<file path="src/rtl/imem_loader_rv32i_if.sv">
// Byte-stream receive link plus instruction-memory write port and core-control status of the loader.
// master = byte source / observer side, slave = the loader itself.
interface imem_loader_rv32i_if #(
    parameter int ADDR_WIDTH = 10
);
    logic [7:0]            rx_data;
    logic                  rx_valid;
    logic                  rx_ready;
    logic                  imem_we;
    logic [ADDR_WIDTH-1:0] imem_waddr;
    logic [31:0]           imem_wdata;
    logic                  cpu_hold;
    logic                  done;
    logic                  error;

    modport master (
        output rx_data, rx_valid,
        input  rx_ready, imem_we, imem_waddr, imem_wdata, cpu_hold, done, error
    );

    modport slave (
        input  rx_data, rx_valid,
        output rx_ready, imem_we, imem_waddr, imem_wdata, cpu_hold, done, error
    );
endinterface

</file>
<file path="src/rtl/imem_loader_rv32i.sv">
// Packs a framed little-endian byte stream (A5, CNT_LO, CNT_HI, data, CHK) into 32-bit
// instruction-memory writes and holds the RV32I core in reset until a frame loads cleanly.
module imem_loader_rv32i #(
    parameter int ADDR_WIDTH = 10,
    parameter int BASE_ADDR  = 0
) (
    input logic              clock,
    input logic              reset,
    imem_loader_rv32i_if.slave bus
);
    typedef enum logic [2:0] {
        IDLE, LEN0, LEN1, DATA, WRITE, CHK, DONE, ERR
    } state_t;

    localparam logic [7:0]  SYNC = 8'hA5;
    localparam logic [32:0] CAP  = 33'd1 << ADDR_WIDTH;

    state_t      state;
    logic [7:0]  sum;
    logic [7:0]  count_lo;
    logic [16:0] words_left;
    logic [1:0]  byte_idx;

    logic        xfer;
    logic [7:0]  sum_next;
    logic [16:0] count_full;

    assign xfer       = bus.rx_valid & bus.rx_ready;
    assign sum_next   = sum + bus.rx_data;
    assign count_full = {1'b0, bus.rx_data, count_lo};

    always_ff @(posedge clock or negedge reset) begin
        if (!reset) begin
            state          <= IDLE;
            sum            <= '0;
            count_lo       <= '0;
            words_left     <= '0;
            byte_idx       <= '0;
            bus.rx_ready   <= 1'b0;
            bus.imem_we    <= 1'b0;
            bus.imem_waddr <= ADDR_WIDTH'(BASE_ADDR);
            bus.imem_wdata <= '0;
            bus.cpu_hold   <= 1'b1;
            bus.done       <= 1'b0;
            bus.error      <= 1'b0;
        end else begin
            bus.imem_we  <= 1'b0;
            bus.rx_ready <= 1'b1;
            case (state)
                IDLE, DONE, ERR: begin
                    if (xfer && bus.rx_data == SYNC) begin
                        state        <= LEN0;
                        sum          <= '0;
                        bus.cpu_hold <= 1'b1;
                        bus.done     <= 1'b0;
                        bus.error    <= 1'b0;
                    end
                end
                LEN0: begin
                    if (xfer) begin
                        count_lo <= bus.rx_data;
                        sum      <= sum_next;
                        state    <= LEN1;
                    end
                end
                LEN1: begin
                    if (xfer) begin
                        sum <= sum_next;
                        if (count_full == '0) begin
                            state <= CHK;
                        end else if (33'(count_full) > CAP) begin
                            // Oversized frame: reject before any data byte is written.
                            state        <= ERR;
                            bus.error    <= 1'b1;
                            bus.cpu_hold <= 1'b1;
                        end else begin
                            state          <= DATA;
                            words_left     <= count_full;
                            byte_idx       <= '0;
                            bus.imem_waddr <= ADDR_WIDTH'(BASE_ADDR);
                        end
                    end
                end
                DATA: begin
                    if (xfer) begin
                        bus.imem_wdata[8*byte_idx +: 8] <= bus.rx_data;
                        sum      <= sum_next;
                        byte_idx <= byte_idx + 2'd1;
                        if (byte_idx == 2'd3) begin
                            state        <= WRITE;
                            bus.imem_we  <= 1'b1;
                            bus.rx_ready <= 1'b0;
                        end
                    end
                end
                WRITE: begin
                    bus.imem_waddr <= bus.imem_waddr + 1'b1;
                    words_left     <= words_left - 17'd1;
                    state          <= (words_left == 17'd1) ? CHK : DATA;
                end
                CHK: begin
                    if (xfer) begin
                        if (sum_next == '0) begin
                            state        <= DONE;
                            bus.done     <= 1'b1;
                            bus.cpu_hold <= 1'b0;
                        end else begin
                            state        <= ERR;
                            bus.error    <= 1'b1;
                            bus.cpu_hold <= 1'b1;
                        end
                    end
                end
                default: state <= IDLE;
            endcase
        end
    end
endmodule

</file>
<file path="src/flat_wrapper.sv">
// flat-port wrapper written by rule: the top's interface ports become plain ports
module imem_loader_rv32i_flat 
#(
    parameter int ADDR_WIDTH = 10,
    parameter int BASE_ADDR  = 0
)
  (clock, reset, bus_rx_data, bus_rx_valid, bus_rx_ready, bus_imem_we, bus_imem_waddr, bus_imem_wdata, bus_cpu_hold, bus_done, bus_error);
  imem_loader_rv32i_if #(.ADDR_WIDTH(ADDR_WIDTH)) bus_i ();
  input logic clock;
  input logic reset;
  input wire logic [$bits(bus_i.rx_data)-1:0] bus_rx_data;
  input wire logic [$bits(bus_i.rx_valid)-1:0] bus_rx_valid;
  output wire logic [$bits(bus_i.rx_ready)-1:0] bus_rx_ready;
  output wire logic [$bits(bus_i.imem_we)-1:0] bus_imem_we;
  output wire logic [$bits(bus_i.imem_waddr)-1:0] bus_imem_waddr;
  output wire logic [$bits(bus_i.imem_wdata)-1:0] bus_imem_wdata;
  output wire logic [$bits(bus_i.cpu_hold)-1:0] bus_cpu_hold;
  output wire logic [$bits(bus_i.done)-1:0] bus_done;
  output wire logic [$bits(bus_i.error)-1:0] bus_error;
  assign bus_i.rx_data = bus_rx_data;
  assign bus_i.rx_valid = bus_rx_valid;
  assign bus_rx_ready = bus_i.rx_ready;
  assign bus_imem_we = bus_i.imem_we;
  assign bus_imem_waddr = bus_i.imem_waddr;
  assign bus_imem_wdata = bus_i.imem_wdata;
  assign bus_cpu_hold = bus_i.cpu_hold;
  assign bus_done = bus_i.done;
  assign bus_error = bus_i.error;
  imem_loader_rv32i #(.ADDR_WIDTH(ADDR_WIDTH), .BASE_ADDR(BASE_ADDR)) u_core (.clock(clock), .reset(reset), .bus(bus_i));
endmodule
</file>
<file path="config.mk">
export PLATFORM = sky130hd
export DESIGN_NAME = imem_loader_rv32i_flat
export DESIGN_NICKNAME = d
export VERILOG_FILES = /design/src/rtl/imem_loader_rv32i_if.sv /design/src/rtl/imem_loader_rv32i.sv /design/src/flat_wrapper.sv
export SDC_FILE = /design/constraint.sdc
export NUM_CORES = 1
export LEC_CHECK = 0
export CELL_PAD_IN_SITES_DETAIL_PLACEMENT = 0
export CELL_PAD_IN_SITES_GLOBAL_PLACEMENT = 2
export CORE_MARGIN = 2
export CORE_UTILIZATION = 34
export DETAILED_ROUTE_END_ITERATION = 8
export GPL_TIMING_DRIVEN = 0
export PLACE_DENSITY_LB_ADDON = 0.1
export SYNTH_ARGS = -nofsm -noshare
export SYNTH_HDL_FRONTEND = slang
export SYNTH_SLANG_ARGS = --single-unit
</file>
<file path="constraint.sdc">
create_clock -name clock -period 2.8 [get_ports clock]
set_input_delay 0.56 -clock clock [delete_from_list [all_inputs] [get_ports clock]]
set_output_delay 0.56 -clock clock [all_outputs]
set_load 0.005 [all_outputs]
</file>
==> qor.csv, run 1 <==
metric;value;unit
clock skew;0.00958;ns
Async S/R FF share, synth;100;%
Max Buffers Root-to-Sink;2;
CTS tree;yes;
remaining global-route overflow;0;
Clock Latency Late Sink;0.35;ns
Ys Warns;0;
diodes inserted;0;
Setup CP Type;input pin to register;
row count;41;
post-DP HPWL;8620;um
GRT Overall Usage;18.5;%
hold buffers post-CTS;0;
Top FF cell, synth;dfrtp_1;
Root Driver;clkbuf_16;
Critical Path RT;2.99;ns
largest cells by area after synthesis;dfrtp_1 (47%), nand2_1 (8.5%), o21ai_0 (6.9%);
synthesized cell area;4490;um2
DR vias;3856;
cells after synthesis;492;
family with the most delay on the worst path;simple AND/OR/NAND/NOR gates;
DP Area;5290;um2
core box area;12800;um2
crit path DAT;2.86;ns
synthesized area per cell;9.12;um2
syn_nets;522;
Cell Pwr Density;892;nW/um2
EDFF count, synth;0;
DP Worst Slack;-0.809;ns
Fmax;375;MHz
Initial Util;35.1;%
cell area after layout;5670;um2
Nets;591;
clock-pin slew on the worst setup and hold paths;0.06;ns
max-cap violation count;0;
CP max stage delay;0.57;ns
DR WL/cell;16.9;um
# port buffers;56;
sequential-to-total area share from yosys stat;47.4;%
post-layout util;44.4;%
setup ws final;0.133;ns
Synth cell types;62;
#FFs+latches synth;85;
largest area contributor in the netlist;dfrtp_1;
DRT Pass-1 Iters;5;
VDD IR-drop max;0.474;mV
height of the die;119;um
DRC Markers;0;
Final min period;2.67;ns
final period utilization;95.3;%
Iter 0 DRT Violations;231;
worst hold path class;input pin to asynchronous set/reset pin;
post-synth top area share;46.8;%
DRT met1 WL;5990;um
Max Slew Vio Count;0;
Top Layer Used;met4;
CP cell instances;clkdlybuf4s50_1, clkbuf_4, or4_1, nor3_4, nor2_1, a211o_2, buf_2, nand2_1, o31ai_1;
Die Width;119;um
drt total wl;12400;um
Final Power;5.06;mW
largest net degree at the start of global routing;48;
Critical path buffers and inverters;3;
startpoint types;input pin;
I/O pin count;58;
DR WL met2;5750;um
metal3 WL;543;um
die footprint;14100;um2
crit path capture type;register;
Finished Layout Cells;738;
worst-path maximum fanout;10;
H-tree Lvls;3;
top-count cell post-synth;nand2_1;
first-pass GRT wire length;20400;um
Slew HR;32.6;%
Clock Sinks;85;
placed cell count;721;
Syn-to-layout area delta;26.4;%
hold violation total from the final report;0;
via/cell ratio;5.22;
CTS Buf Count;9;
final setup violation count;0;
Routed Antenna Nets;0;
outcome;finished clean;
Leak Pwr;2.39;nW
Commonest cells post-synth;nand2_1 (102), dfrtp_1 (84), o21ai_0 (62);
initial antenna violation count;0;
vias in the first global route;3737;
GPL Wtd Cong;0.795;
share of layout cells above drive strength 1;9.36;%
Critical-path top delay cell;or4_1;
Slew @ Worst Pin;1.01;ns
-- metrics by stage --
step / hold WS (ns) / setup TNS (ns)
after floorplan: 0.264 / 0
after detailed placement: 0.469 / -23.37
final: 0.190 / 0
after global routing: 0.231 / -0.00882
after CTS: 0.209 / -0.0160
after global placement: 0.463 / -205.58
-- area by class of cell --
cell class	instances	area, um2
buffer	21	97.6
clock buffer	11	233
clock inverter	5	85.1
fill	1262	7100
inverter	12	45.0
multi-input combinational	374	2270
sequential	85	2130
tap	172	215
timing repair buffer	58	593
-- kinds of logic after synthesis --
group | synth area share (%)
flip-flops | 47.4
XOR/XNOR | 2.15
multiplexers | 1.98
adder cells (fa/ha/maj) | 5.46
AO/OA/AOI/OAI | 19.3
AND/OR/NAND/NOR | 20.8
buffers and inverters | 2.93
-- flip-flops by register name (all words and copies together), names as in the netlist --
register	cells
u_core.bus.cpu_hold	1
u_core.bus.done	1
u_core.bus.error	1
u_core.bus.imem_waddr	10
u_core.bus.imem_wdata	32
u_core.bus.imem_we	1
u_core.bus.rx_ready	1
u_core.byte_idx	2
u_core.count_lo	8
u_core.state	3
u_core.sum	8
u_core.words_left	17
-- routing by layer --
metal  track usage (%)  up-vias
met2              28.2       76
met4              5.88        0
met5                 0        -
li1                  -     1905
met1              26.0     1865
met3              4.45       10
-- path summary, 6_finish.rpt --
kind	startpoint	endpoint	slack, ns	cells after the start
min in group clock	u_core.bus.imem_wdata[26]	u_core.bus.imem_wdata[26]	0.48	2
worst min register to register	u_core.bus.imem_wdata[26]	u_core.bus.imem_wdata[26]	0.48	2
worst max register to register	u_core.state[2]	u_core.words_left[11]	0.25	9
max in group asynchronous	reset	u_core.bus.rx_ready	1.98	2
worst max-delay path	bus_rx_data[3]	u_core.sum[5]	0.13	9
worst min-delay path	reset	u_core.words_left[7]	0.19	1
-- timing repair --
action,4_1_cts,5_1_grt
endpoints found under the setup margin,38,36
buffers inserted,0,1
gates resized for setup,6,20
-- layout by cell type, fill, tap and decap left out, types with 3 or more instances in the layout --
cell | Yosys | routed
o211ai_1 | 7 | 7
o21ai_0 | 62 | 62
nor2_1 | 33 | 33
a21oi_1 | 16 | 16
nor2b_1 | 5 | 4
buf_2 | 3 | 3
nand2_1 | 102 | 102
xnor2_1 | 5 | 5
nor4_1 | 7 | 6
clkbuf_1 | 15 | 13
a22oi_1 | 3 | 3
inv_1 | 11 | 11
clkbuf_2 | 0 | 4
dfrtp_1 | 84 | 84
a211oi_1 | 5 | 5
or4_1 | 4 | 4
a21o_1 | 5 | 5
mux2_2 | 7 | 7
o31ai_1 | 8 | 8
nand3_1 | 10 | 10
clkdlybuf4s50_1 | 0 | 52
a21boi_0 | 3 | 3
o2111ai_1 | 3 | 3
o21bai_1 | 3 | 3
or3_1 | 3 | 3
nor3_1 | 9 | 8
ha_1 | 18 | 18
clkbuf_16 | 0 | 9
nor3b_1 | 6 | 6
xor2_1 | 6 | 6
and4_1 | 5 | 4
buf_4 | 1 | 3
-- power by group --
part	switching, mW	internal [mW]
Sequential	0.278	1.54
Combinational	1.10	0.839
Clock	0.509	0.785
Power figures use the tool's default switching activity.
==> inputs of run 2 (changes only) <==
--- a/config.mk
+++ b/config.mk
@@ -5,10 +5,12 @@
 export SDC_FILE = /design/constraint.sdc
 export NUM_CORES = 1
 export LEC_CHECK = 0
+export ABC_AREA = 1
 export CELL_PAD_IN_SITES_DETAIL_PLACEMENT = 0
 export CELL_PAD_IN_SITES_GLOBAL_PLACEMENT = 2
 export CORE_MARGIN = 2
-export CORE_UTILIZATION = 34
+export CORE_UTILIZATION = 33
+export CTS_CLUSTER_SIZE = 16
 export DETAILED_ROUTE_END_ITERATION = 8
 export GPL_TIMING_DRIVEN = 0
 export PLACE_DENSITY_LB_ADDON = 0.1
==> qor.csv, run 2 <==
metric;value;unit;change
post-synthesis mux area share;0;%;was 1.98%
max reg flops;32;;unchanged
Root Driver;clkbuf_16;;unchanged
largest cells by area after synthesis;dfrtp_1 (43%), nand2_1 (13%), nand3_1 (4.8%);;was dfrtp_1 (47%), nand2_1 (8.5%), o21ai_0 (6.9%)
fillcell total;1511;;was 1262
Psw;2.47;mW;was 1.89 mW
Nets;724;;was 591
drt total wl;13200;um;was 12400 um
Logic pwr share;45.4;%;was 38.4%
max-cap violation count;0;;unchanged
XOR/XNOR share of the synthesized area;2.30;%;was 2.15%
core box area;14600;um2;was 12800 um2
Critical Path RT;3.04;ns;was 2.99 ns
met1 Usage GRT;23.6;%;was 26.0%
setup ws final;0.280;ns;was 0.133 ns
I/O pin count;58;;unchanged
Int Pwr;3.37;mW;was 3.17 mW
largest reg by FF count;u_core.bus.imem_wdata;;unchanged
EDFF count, synth;0;;unchanged
clock-pin slew on the worst setup and hold paths;0.06;ns;about the same
largest area contributor in the netlist;dfrtp_1;;unchanged
DR WL/cell;14.9;um;was 16.9 um
final period utilization;90.0;%;was 95.3%
Max Buffers Root-to-Sink;2;;unchanged
DP Worst Slack;-0.0946;ns;was -0.809 ns
Critical path buffers and inverters;1;;was 3
worst r2r src;u_core.byte_idx[0];;was u_core.state[2]
post-DP HPWL;9660;um;was 8620 um
outcome;finished clean;;unchanged
GPL Wtd Cong;0.793;;was 0.795
worst hold path class;input pin to asynchronous set/reset pin;;unchanged
DRC Markers;0;;unchanged
remaining global-route overflow;0;;unchanged
Iter 0 DRT Violations;163;;was 231
initial antenna violation count;0;;unchanged
crit path capture type;register;;unchanged
top-count cell post-synth;nand2_1;;unchanged
DR vias;4325;;was 3856
CP max stage delay;0.47;ns;was 0.57 ns
post-synthesis simple-gate area fraction;30.0;%;was 20.8%
CP cell instances;clkdlybuf4s50_1, ha_1, fa_1, nand2_1, nand2_1, nand3_1, nand2_1, nand2_1, nand2_1, nor2_1, nand3_1, nand2_1, nand2_1, nand2_1, nand2_1;;was clkdlybuf4s50_1, clkbuf_4, or4_1, nor3_4, nor2_1, a211o_2, buf_2, nand2_1, o31ai_1
Initial Util;33.9;%;was 35.1%
startpoint types;input pin;;unchanged
Post-Synth Adder-Cell Area;4.96;%;was 5.46%
syn_nets;655;;was 522
hold violation total from the final report;0;;unchanged
share of layout cells above drive strength 1;12.7;%;was 9.36%
part of the power in the clock network;21.3;%;was 25.6%
final setup violation count;0;;unchanged
hold buffers post-CTS;0;;unchanged
reg2reg path depth;7;;was 9
Async S/R FF share, synth;100;%;unchanged
via/cell ratio;4.90;;was 5.22
Clock Latency Late Sink;0.35;ns;about the same
Critical-path top delay cell;clkdlybuf4s50_1;;was or4_1
die footprint;16000;um2;was 14100 um2
most used cell along the critical path;nand2_1;;
clock skew;0.00888;ns;was 0.00958 ns
Fmax;397;MHz;was 375 MHz
GRT Overall Usage;17.3;%;was 18.5%
height of the die;126;um;was 119 um
DRT Pass-1 Iters;4;;was 5
commonest non-fill, non-tap cells in the layout;nand2_1 (165), dfrtp_1 (84), clkdlybuf4s50_1 (56), inv_1 (54), nand3_1 (47);;was nand2_1 (102), dfrtp_1 (84), o21ai_0 (62), clkdlybuf4s50_1 (52), nor2_1 (33)
H-tree Lvls;3;;unchanged
synthesized area per cell;7.91;um2;was 9.12 um2
synthesized cell area;4940;um2;was 4490 um2
largest net degree at the start of global routing;59;;was 48
crit path DAT;2.76;ns;was 2.86 ns
Switching Fraction;42.3;%;was 37.4%
Cell Pwr Density;962;nW/um2;was 892 nW/um2
VDD IR-drop max;0.391;mV;was 0.474 mV
RSZ-0062 raised after global routing;false;;
Largest regs;u_core.bus.imem_wdata: 32 flops, u_core.words_left: 17 flops, u_core.bus.imem_waddr: 10 flops;;unchanged
post-synthesis compound-gate area fraction;11.9;%;was 19.3%
vias in the first global route;4412;;was 3737
family with the most delay on the worst path;simple AND/OR/NAND/NOR gates;;unchanged
largest family of logic cells by synthesized area;simple AND/OR/NAND/NOR gates;;unchanged
CTS tree;yes;;unchanged
#FFs+latches synth;85;;unchanged
Slew HR;64.6;%;was 32.6%
Top FF cell, synth;dfrtp_1;;unchanged
post-layout util;41.6;%;was 44.4%
diodes inserted;0;;unchanged
Die Width;126;um;was 119 um
Setup CP Type;input pin to register;;unchanged
Commonest cells post-synth;nand2_1 (165), dfrtp_1 (84), inv_1 (54);;was nand2_1 (102), dfrtp_1 (84), o21ai_0 (62)
share of power burned in registers;33.3;%;was 36.0%
post-synth top area share;42.5;%;was 46.8%
Final min period;2.52;ns;was 2.67 ns
first-pass GRT wire length;22300;um;was 20400 um
Leak Pwr;2.90;nW;was 2.39 nW
grt met2 use;28.1;%;was 28.2%
Syn-to-layout area delta;22.9;%;was 26.4%
Ys Warns;0;;unchanged
most common cell after layout, fill and taps aside;nand2_1;;unchanged
CTS Buf Count;9;;unchanged
row count;44;;was 41
final setup TNS;0;ns;unchanged
Global Route met3 Usage;3.71;%;was 4.45%
Clock Sinks;85;;unchanged
Slew @ Worst Pin;0.529;ns;was 1.01 ns
Routed Antenna Nets;0;;unchanged
Max Slew Vio Count;0;;unchanged
endpoint of the worst-slack reg-to-reg timing path;u_core.bus.imem_wdata[4];;was u_core.words_left[11]
Most Crowded Layer GR;met2;;unchanged
Synth cell types;41;;was 62
cells after synthesis;625;;was 492
sequential-to-total area share from yosys stat;43.1;%;was 47.4%
# port buffers;57;;was 56
R2R Setup Slk;0.39;ns;was 0.25 ns
worst-path maximum fanout;3;;was 10
run 2: how the worst max path moves through the flow:
| stage | startpoint | cells past startpoint | slack (ns) | endpoint |
|---|---|---|---|---|
| finish | bus_rx_data[0] | 15 | 0.28 | u_core.bus.done |
| floorplan | u_core.byte_idx[0] | 7 | 0.68 | u_core.bus.imem_wdata[0] |
| global route | bus_rx_data[0] | 15 | 0.11 | u_core.bus.done |
| detailed placement | bus_rx_data[0] | 15 | -0.09 | u_core.bus.done |
| CTS | u_core.byte_idx[0] | 7 | 0.09 | u_core.bus.imem_wdata[4] |
| global placement | reset | 1 | -2.24 | u_core.sum[3] |
run 2: what timing repair did:
action | 4_1_cts | 5_1_grt
resized for setup | 0 | 1
buffers inserted | 0 | 0
setup endpoints to repair | 0 | 8
run 2: per-stage QoR:
step / hold WS (ns) / std cells / area [um2] / power [mW]
after detailed placement: 0.473 / 867 / 5770 / 4.64
final: 0.138 / 883 / 6070 / 5.84
after global routing: 0.166 / 883 / 6070 / 6.36
after floorplan: 0.264 / 625 / 4940 / 3.75
after CTS: 0.153 / 883 / 6070 / 5.91
after global placement: 0.459 / 866 / 5740 / 4.60
run 2: worst reg2reg max path, cell delays in order (launching register included):
cell and delay, ns:
dfrtp_1 0.45, clkbuf_1 0.39, inv_1 0.18, ha_1 0.34, clkbuf_1 0.24, nor3b_2 0.52, nand3_1 0.16, nand2_1 0.08
run 2: cells by family after synthesis:
family,count (synthesis)
compound gates,102
xor+xnor,13
fa+ha+maj,19
buf+inv,87
flops,85
simple gates,319
run 2: power by group through the flow:
stage | logic [mW] | registers [mW] | clock network, mW
floorplan | 1.85 | 1.90 | 0
detailed placement | 2.67 | 1.96 | 0
CTS | 2.69 | 1.95 | 1.28
finish | 2.65 | 1.95 | 1.25
global route | 3.02 | 2.01 | 1.33
global placement | 2.64 | 1.96 | 0
run 2: final cells by class:
type	count	area, um2	share of cell area, %
Buffer	15	103	1.69
Multi-Input combinational cell	453	2440	40.1
Inverter	72	278	4.57
Clock buffer	11	243	4.00
Timing Repair Buffer	58	596	9.81
Clock inverter	5	58.8	0.968
Tap cell	184	230	3.79
Sequential cell	85	2130	35.0
run 2: per-layer routing:
metal	part of all wire [%]	vias to the layer above	routed length (um)
met1	49	2078	6510
met2	47	55	6130
met4	1.0	0	138
li1	-	2181	-
met5	0	-	0
met3	3.0	11	393
==> inputs of run 3 (changes only) <==
--- a/config.mk
+++ b/config.mk
@@ -13,7 +13,7 @@
 export CTS_CLUSTER_SIZE = 16
 export DETAILED_ROUTE_END_ITERATION = 8
 export GPL_TIMING_DRIVEN = 0
-export PLACE_DENSITY_LB_ADDON = 0.1
+export PLACE_DENSITY_LB_ADDON = 0.12
 export SYNTH_ARGS = -nofsm -noshare
 export SYNTH_HDL_FRONTEND = slang
 export SYNTH_SLANG_ARGS = --single-unit
==> qor.csv, run 3 (same netlist as run 2, synthesis figures left out) <==
metric;value;unit;change
outcome;finished clean;;unchanged
largest reg by FF count;u_core.bus.imem_wdata;;unchanged
DR WL/cell;14.8;um;was 14.9 um
Max Slew Vio Count;0;;unchanged
share of layout cells above drive strength 1;12.7;%;unchanged
Iter 0 DRT Violations;179;;was 163
via/cell ratio;4.82;;was 4.90
RSZ-0062 raised after global routing;false;;unchanged
crit path capture type;register;;unchanged
largest net degree at the start of global routing;51;;was 59
Slew HR;63.6;%;was 64.6%
most common cell after layout, fill and taps aside;nand2_1;;unchanged
clock skew;0.00745;ns;was 0.00888 ns
fillcell total;1497;;was 1511
Critical Path RT;3.03;ns;was 3.04 ns
max-cap violation count;0;;unchanged
post-DP HPWL;9640;um;was 9660 um
DRC Markers;0;;unchanged
DR vias;4252;;was 4325
Die Width;126;um;unchanged
die footprint;16000;um2;unchanged
Fmax;398;MHz;was 397 MHz
Max Buffers Root-to-Sink;2;;unchanged
max reg flops;32;;unchanged
H-tree Lvls;3;;unchanged
worst-path maximum fanout;3;;unchanged
storage element area;2130;um2;unchanged
Final min period;2.51;ns;was 2.52 ns
DRT Pass-1 Iters;4;;unchanged
hold buffers post-CTS;0;;unchanged
initial antenna violation count;0;;unchanged
remaining global-route overflow;0;;unchanged
GRT Overall Usage;17.2;%;was 17.3%
setup bufs post-CTS;0;;unchanged
CTS tree;yes;;unchanged
Cell Pwr Density;960;nW/um2;was 962 nW/um2
Leak Pwr;2.91;nW;was 2.90 nW
GPL Wtd Cong;0.775;;was 0.793
final period utilization;89.8;%;was 90.0%
setup ws final;0.286;ns;was 0.280 ns
first-pass GRT wire length;22100;um;was 22300 um
Slew @ Worst Pin;0.544;ns;was 0.529 ns
Root Driver;clkbuf_16;;unchanged
drt total wl;13100;um;was 13200 um
diodes inserted;0;;unchanged
most used cell along the critical path;nand2_1;;unchanged
critical path launch point;bus_rx_data[0];;unchanged
startpoint types;input pin;;unchanged
Syn-to-layout area delta;22.9;%;about the same
Clock Sinks;85;;unchanged
Initial Util;33.9;%;unchanged
area occupied by multi-input gates;2440;um2;unchanged
Setup CP Type;input pin to register;;unchanged
commonest non-fill, non-tap cells in the layout;nand2_1 (165), dfrtp_1 (84), clkdlybuf4s50_1 (56), inv_1 (54), nand3_1 (47);;unchanged
I/O pin count;58;;unchanged
Routed Antenna Nets;0;;unchanged
CTS Buf Count;9;;unchanged
R2R Setup Slk;0.42;ns;was 0.39 ns
final setup violation count;0;;unchanged
Clock Latency Late Sink;0.35;ns;about the same
height of the die;126;um;unchanged
DP Worst Slack;-0.0774;ns;was -0.0946 ns
row count;44;;unchanged
Nets;724;;unchanged
vias in the first global route;4431;;was 4412
worst r2r src;u_core.byte_idx[0];;unchanged
Critical-path top delay cell;clkdlybuf4s50_1;;unchanged
CP cell instances;clkdlybuf4s50_1, ha_1, fa_1, nand2_1, nand2_1, nand3_1, nand2_1, nand2_1, nand2_1, nor2_1, nand3_1, nand2_1, nand2_1, nand2_1, nand2_1;;unchanged
crit path DAT;2.75;ns;was 2.76 ns
core box area;14600;um2;unchanged
hold violation total from the final report;0;;unchanged
CTS resizes;0;;unchanged
# port buffers;57;;unchanged
worst hold path class;input pin to asynchronous set/reset pin;;unchanged
CP max stage delay;0.47;ns;about the same
clock-pin slew on the worst setup and hold paths;0.06;ns;about the same
Largest regs;u_core.bus.imem_wdata: 32 flops, u_core.words_left: 17 flops, u_core.bus.imem_waddr: 10 flops;;unchanged
VDD IR-drop max;0.486;mV;was 0.391 mV
post-layout util;41.6;%;about the same
run 3: path summary, 6_finish.rpt:
| path | endpoint | cells after the start |
|---|---|---|
| min in group clock | u_core.bus.done | 2 |
| setup reg to reg | u_core.bus.imem_wdata[5] | 7 |
| hold reg to reg | u_core.bus.done | 2 |
| setup / recovery | u_core.bus.done | 15 |
| hold / removal | u_core.words_left[3] | 1 |
| max in group asynchronous | u_core.bus.imem_wdata[5] | 2 |
run 3: final cells by class:
class	instances	area share, %
multi-input cells	453	40.1
clock buffers	11	4.00
inverters	72	4.57
well taps	184	3.79
flip-flops and latches	85	35.0
repair buffers	58	9.80
clock inverters	5	0.989
plain buffers	15	1.69
run 3: metal layers:
metal / GRT usage [%] / up-vias / wire length (um)
li1: - / 2187 / -
met1: 22.8 / 1982 / 6340
met2: 28.4 / 70 / 6100
met3: 4.09 / 13 / 511
met4: 4.59 / 0 / 161
met5: 0 / - / 0
run 3: metrics by stage:
stage | setup TNS [ns] | instances | power (mW) | hold WS [ns] | area, um2
after CTS | 0 | 883 | 5.91 | 0.209 | 6070
after global routing | 0 | 883 | 6.35 | 0.226 | 6070
after floorplan | 0 | 625 | 3.75 | 0.264 | 4940
final | 0 | 883 | 5.83 | 0.197 | 6070
after global placement | -188.14 | 866 | 4.59 | 0.459 | 5740
after detailed placement | -0.111 | 867 | 4.64 | 0.465 | 5770
run 3: power by group:
part | internal, mW | switching, mW | total [mW]
logic | 1.04 | 1.61 | 2.65
registers | 1.61 | 0.339 | 1.95
clock network | 0.718 | 0.511 | 1.23
run 3: critical path: cells and delay by family:
kind                       cells  cell delay [ns]
buffers and inverters          1             0.47
and+or+nand+nor               12             0.95
adders and majority gates      2             0.74
